[config.mk]
export PLATFORM = sky130hd
export DESIGN_NAME = debug_uart_tx
export DESIGN_NICKNAME = d
export VERILOG_FILES = /design/src/rtl/debug_uart_tx.sv
export SDC_FILE = /design/constraint.sdc
export NUM_CORES = 1
export LEC_CHECK = 0
export ABC_AREA = 0
export ABC_CLOCK_PERIOD_IN_PS = 2800
export BUFFER_PORTS_ARGS = -buffer_cell sky130_fd_sc_hd__buf_2
export CAP_MARGIN = 20
export CORE_MARGIN = 2
export CORE_UTILIZATION = 30
export CTS_BUF_LIST = sky130_fd_sc_hd__clkbuf_2 sky130_fd_sc_hd__clkbuf_4 sky130_fd_sc_hd__clkbuf_8
export DETAILED_ROUTE_END_ITERATION = 7
export GPL_ROUTABILITY_DRIVEN = 0
export PLACE_DENSITY = 0.55
export SKIP_CTS_REPAIR_TIMING = 1
export SYNTH_ARGS = -nofsm -noshare
export SYNTH_HDL_FRONTEND = slang
export SYNTH_SLANG_ARGS = --single-unit
[constraint.sdc]
create_clock -name i_clk -period 2.8 [get_ports i_clk]
set_clock_uncertainty 0.2 [all_clocks]
set_input_delay 0.14 -clock i_clk [delete_from_list [all_inputs] [get_ports i_clk]]
set_output_delay 0.14 -clock i_clk [all_outputs]
set_load 0.005 [all_outputs]
[src/rtl/debug_uart_tx.sv]
// debug_uart_tx: 8N1 UART transmitter with a one-byte holding register for gapless back-to-back frames.
// Define DEBUG_UART_TX_PARITY_EN to insert an even-parity bit between the data bits and the stop bit.
module debug_uart_tx #(
  parameter int TICKS_PER_BIT      = 32,
  parameter int TICKS_PER_BIT_SIZE = 6
) (
  input  logic       i_clk,
  input  logic       reset,
  input  logic       i_enable,
  input  logic [7:0] i_txdata,
  input  logic       i_txstart,
  output logic       o_ready,
  output logic       o_busy,
  output logic       o_done,
  output logic       o_tx
);

`ifdef DEBUG_UART_TX_PARITY_EN
  typedef enum logic [4:0] {
    IDLE   = 5'b00001,
    START  = 5'b00010,
    DATA   = 5'b00100,
    PARITY = 5'b01000,
    STOP   = 5'b10000
  } state_t;
`else
  typedef enum logic [3:0] {
    IDLE  = 4'b0001,
    START = 4'b0010,
    DATA  = 4'b0100,
    STOP  = 4'b1000
  } state_t;
`endif

  localparam logic [TICKS_PER_BIT_SIZE-1:0] TICK_LAST = TICKS_PER_BIT_SIZE'(TICKS_PER_BIT - 1);

  state_t                        r_state;
  state_t                        w_nextState;
  logic [TICKS_PER_BIT_SIZE-1:0] r_tick;
  logic [2:0]                    r_bitCnt;
  logic [7:0]                    r_shift;
  logic [7:0]                    r_hold;
  logic                          r_holdValid;
  logic                          r_ready;
  logic                          r_tx;
  logic                          r_done;
`ifdef DEBUG_UART_TX_PARITY_EN
  logic                          r_parity;
`endif

  logic w_tickWrap;
  logic w_accept;
  logic w_load;
  logic w_shiftEn;
  logic w_frameDone;
  logic w_txNext;

  assign w_tickWrap = (r_tick == TICK_LAST);
  // Accept needs r_ready and load needs r_holdValid, so the two never coincide.
  assign w_accept   = i_txstart & r_ready & i_enable;

  always_ff @(posedge i_clk) begin
    if (reset) begin
      r_state <= IDLE;
    end else begin
      r_state <= w_nextState;
    end
  end

  always_comb begin
    w_nextState = r_state;
    w_load      = 1'b0;
    w_shiftEn   = 1'b0;
    w_frameDone = 1'b0;
    w_txNext    = r_tx;
    case (r_state)
      IDLE: begin
        w_txNext = 1'b1;
        if (r_holdValid) begin
          w_nextState = START;
          w_load      = 1'b1;
          w_txNext    = 1'b0;
        end
      end
      START: begin
        if (w_tickWrap) begin
          w_nextState = DATA;
          w_txNext    = r_shift[0];
        end
      end
      DATA: begin
        if (w_tickWrap) begin
          if (r_bitCnt == 3'd7) begin
`ifdef DEBUG_UART_TX_PARITY_EN
            w_nextState = PARITY;
            w_txNext    = r_parity;
`else
            w_nextState = STOP;
            w_txNext    = 1'b1;
`endif
          end else begin
            w_shiftEn = 1'b1;
            w_txNext  = r_shift[1];
          end
        end
      end
`ifdef DEBUG_UART_TX_PARITY_EN
      PARITY: begin
        if (w_tickWrap) begin
          w_nextState = STOP;
          w_txNext    = 1'b1;
        end
      end
`endif
      STOP: begin
        if (w_tickWrap) begin
          w_frameDone = 1'b1;
          // A waiting byte starts immediately, so no idle bit separates the frames.
          if (r_holdValid) begin
            w_nextState = START;
            w_load      = 1'b1;
            w_txNext    = 1'b0;
          end else begin
            w_nextState = IDLE;
            w_txNext    = 1'b1;
          end
        end
      end
      default: begin
        w_nextState = IDLE;
        w_txNext    = 1'b1;
      end
    endcase
  end

  always_ff @(posedge i_clk) begin
    if (reset) begin
      r_tick      <= '0;
      r_bitCnt    <= '0;
      r_shift     <= '0;
      r_hold      <= '0;
      r_holdValid <= 1'b0;
      r_ready     <= 1'b1;
      r_tx        <= 1'b1;
      r_done      <= 1'b0;
`ifdef DEBUG_UART_TX_PARITY_EN
      r_parity    <= 1'b0;
`endif
    end else begin
      r_tx   <= w_txNext;
      r_done <= w_frameDone;

      if ((r_state == IDLE) || w_tickWrap) begin
        r_tick <= '0;
      end else begin
        r_tick <= r_tick + TICKS_PER_BIT_SIZE'(1);
      end

      if (w_load) begin
        r_shift  <= r_hold;
        r_bitCnt <= '0;
`ifdef DEBUG_UART_TX_PARITY_EN
        r_parity <= ^r_hold;
`endif
      end else if (w_shiftEn) begin
        r_shift  <= {1'b0, r_shift[7:1]};
        r_bitCnt <= r_bitCnt + 3'd1;
      end

      if (w_accept) begin
        r_hold      <= i_txdata;
        r_holdValid <= 1'b1;
        r_ready     <= 1'b0;
      end else if (w_load) begin
        r_holdValid <= 1'b0;
        r_ready     <= 1'b1;
      end
    end
  end

  assign o_ready = r_ready;
  assign o_busy  = (r_state != IDLE) | r_holdValid;
  assign o_done  = r_done;
  assign o_tx    = r_tx;

endmodule

==> results.txt <==
- Status: complete, no violations
- During I/O placement, the number of pins put on the boundary was 16.
- In the synthesized netlist, the cells that appear most often are sky130_fd_sc_hd__dfxtp_1, sky130_fd_sc_hd__nand2_1, sky130_fd_sc_hd__a21oi_1, sky130_fd_sc_hd__nor2_1, sky130_fd_sc_hd__mux2i_1.
* Drt wl/cell: between 10 and 15 um
- The floorplan has 26 rows.
- Along the worst path, the maximum fanout reaches 9.
- Nature of the critical path endpoint: register
- Power spread over the standard cell area amounts to 533 nW/um^2.
- Net switching power figure: between 0.2 and 0.3 mW
- The number of global-route vias before repair is roughly 1100.
- After layout, the worst path uses between 70% and 80% of the clock period.
- Setup violations remaining at the end of the flow were counted as 0.
- For this run, asynchronously set or reset flops after synthesis account for 0%.
- Entering global routing, the biggest net connects 21 pins.
* Total routing resource utilization after global routing: a little under an eighth
- Routed Antenna Nets: 0
- Worst flop-to-flop path startpoint: r_tick[0]
- A synthesized cell averages 8.90 um^2.
* Depth of the worst register-to-register path: 5
- The worst pin sits at a relative slew slack of a little under three quarters.
- Of the post-synthesis cell area, the dominant cell type holds 42.6%.
- The routed design has 3.10 mm of wire.
* Average vias per placed instance: around 4.7
- On the critical path, the stage with the largest delay is an instance of sky130_fd_sc_hd__o41a_1.
- Final cell utilization of the core: a little over a third
* Final #Nets: 210
- Reg-to-reg critical path endpoint: r_bitCnt[1]
- Once the floorplan was initialized, standard cells occupied between 30% and 40% of the core.
* Sw frac: between 20% and 30%
* Number of warnings reported in the yosys synthesis log: 0
- Destination of the worst hold path: r_hold[1]
- Count of unique library cells instantiated by Yosys: between 40 and 50
- In this run the most critical hold path is launched from reset.
- Clock tree synthesis inserted a total of 5 buffers.
- Layout overhead on the synthesized area: 18.3%
- Sequential share of power: 52.2%
* Clock tree from TritonCTS: yes
- The clock net in this run drives a total of 33 sinks.
- Number of pins with negative max-slew slack in the final report: 0
* Clk pwr share: 35.8%
* Accumulated negative setup slack: 0 ps
- Worst-Margin Slew: 426 ps
- The filler cells instantiated in the layout total 540.
* Leftover overflow at the end of global routing: 0
- Area of the placeable core: 5040 um^2
* Syn_nets: approximately 190
* Class of the tightest hold or removal check: in2reg
- Dpl hpwl: 2.11 mm
* Antenna Diode Count: 0
- Synthesis produced a netlist whose cell count is around 170.
- CTS max path bufs: 2
- Biggest area contributors in the synthesized netlist: sky130_fd_sc_hd__dfxtp_1, sky130_fd_sc_hd__mux2i_1, sky130_fd_sc_hd__a21oi_1
- Maxcap violations: 0
- Top_reg_cell synth: sky130_fd_sc_hd__dfxtp_1
- Measured along the x axis, the die boundary spans approximately 76 um.
- The synthesized design contains 0 enable-type register cells.
- For the worst-skew pair, the clock arrives at the later sink with an insertion delay of about 280 ps.
- Combined area of all synthesized cells: ~1500 um^2
- In this run the register-to-register setup slack is approximately 660 ps.
* Sequential share of the synthesized area: between 40% and 50%
- Int Pwr: 0.713 mW
* Setup repair after global routing missed its margin: false
- Number of hold violations in the final report: 0
* Total iterations of the first detailed-routing run: 2
- Fmax: 0.468 GHz
- Kind of critical path: reg2reg
- The die covers between 5000 and 6000 um^2.
* Iteration-0 DRC Markers: 42
* Most numerous cell in the Yosys netlist: sky130_fd_sc_hd__dfxtp_1
* Data required, critical path: about 2800 ps
- Routed vias: 1257
- STA puts the critical path data arrival time at 2100 ps.
- Clock-pin slew was measured on the worst setup and hold paths at 70 ps.
- Initial antenna violation count: 0
* Post-synthesis cell type with the largest combined area: sky130_fd_sc_hd__dfxtp_1
* Largest vdd supply drop: 291 uV
- For this design the static power due to leakage is between 0.6 and 0.7 nW.
- The worst setup path is launched from a register.
* Pwr Total: 0.976 mW
- Port Buf Inserts: 15
- H-Tree Level Count: 2
* Relative contribution of combinational cells to total power: 12.0%
* CP peak stage delay: ~610 ps
- In the final layout, the share of cells above drive strength 1 is roughly 16%.
* Global-route wire length before repair: 5.18 mm
- Number of cells on the worst hold path: 2
- The routed design could run at a clock period as short as 2140 ps.
- Die extent in y: roughly 76 um
- In the routed design, unresolved DRC markers number 0.
* FF+latch count, synth: 33
* Cell Chain, Critical Path: ha_1 > nand3_1 > o41a_1 > nor2_1 > nor3_2
* Cell at the root of the clock tree: sky130_fd_sc_hd__clkbuf_8
## flip-flops by register name (all words and copies together), names as in the netlist
name         cells
r_bitCnt         3
o_ready          1
r_holdValid      1
r_shift          8
o_tx             1
r_hold           8
r_state          4
r_tick           6
o_done           1
## per-stage QoR
| step | worst slack [ps] | hold WS, ps | area (um^2) | std cells |
|---|---|---|---|---|
| after detailed placement | 668 | 185 | 1670 | 250 |
| final | 661 | 90.3 | 1830 | 266 |
| after floorplan | 809 | 76.0 | 1550 | 174 |
| after global placement | 712 | 180 | 1670 | 250 |
| after CTS | 651 | -118 | 1750 | 258 |
| after global routing | 499 | 131 | 1830 | 266 |
## power by group through the flow
stage / clock (mW) / combinational (mW) / sequential, mW
floorplan: 0 / 0.0852 / 0.511
global placement: 0 / 0.108 / 0.520
detailed placement: 0 / 0.109 / 0.520
CTS: 0.358 / 0.109 / 0.509
global route: 0.381 / 0.132 / 0.513
finish: 0.349 / 0.117 / 0.510
## area by class of cell
| cell class | instances | area (um^2) | share of cell area, % |
|---|---|---|---|
| well taps | 70 | 87.6 | 4.78 |
| inverters | 5 | 18.8 | 1.02 |
| multi-input cells | 126 | 816 | 44.5 |
| flip-flops and latches | 33 | 661 | 36.1 |
| clock buffers | 5 | 68.8 | 3.76 |
| repair buffers | 24 | 163 | 8.88 |
| clock inverters | 3 | 17.5 | 0.956 |
## cell usage in the layout, fill, tap and decap left out, drive strengths merged, types with 3 or more instances in the layout
cell          n
a21oi        18
buf          16
clkbuf        5
dfxtp        33
dlygate4sd3   8
ha            3
inv           5
mux2i        10
nand2        23
nand3         4
nor2         13
nor3          4
nor4          3
o21ai         7
o31ai         8
xnor2         4
## critical path: cells and delay by family (launching register included)
| family | cells | cell delay (ps) |
|---|---|---|
| simple gates | 3 | 680 |
| compound gates | 1 | 610 |
| flops | 1 | 350 |
| fa+ha+maj | 1 | 190 |
## metal layers
layer	routed length (um)	vias up	track usage, %	share of wire [%]
li1	-	666	-	-
met1	1610	568	14.9	52
met2	1340	18	19.2	43
met3	83	5	2.91	2.7
met4	67	0	5.85	2.2
met5	0	-	0	0
## kinds of logic (layout without fill, tap and decap cells)
family | after synthesis | count (layout) | share of synthesized area [%]
DFF | 33 | 33 | 42.6
xor gates and xnor gates | 6 | 6 | 3.39
adders and majority gates | 3 | 3 | 2.42
muxes | 10 | 10 | 6.46
buffers and inverters | 15 | 37 | 4.69
and+or+nand+nor | 61 | 61 | 21.1
AOI/OAI and AO/OA | 46 | 46 | 19.3
## how the worst max path moves through the flow
stage                         start           to  slack, ps
after floorplan           r_tick[0]  r_bitCnt[0]        810
after global placement    r_tick[0]   r_state[1]        710
after detailed placement  r_tick[0]  r_bitCnt[1]        670
after CTS                 r_tick[0]  r_bitCnt[1]        650
after global routing      r_tick[0]  r_bitCnt[1]        500
final                     r_tick[0]  r_bitCnt[1]        660
Note: power is estimated with default switching activity, not from simulation.
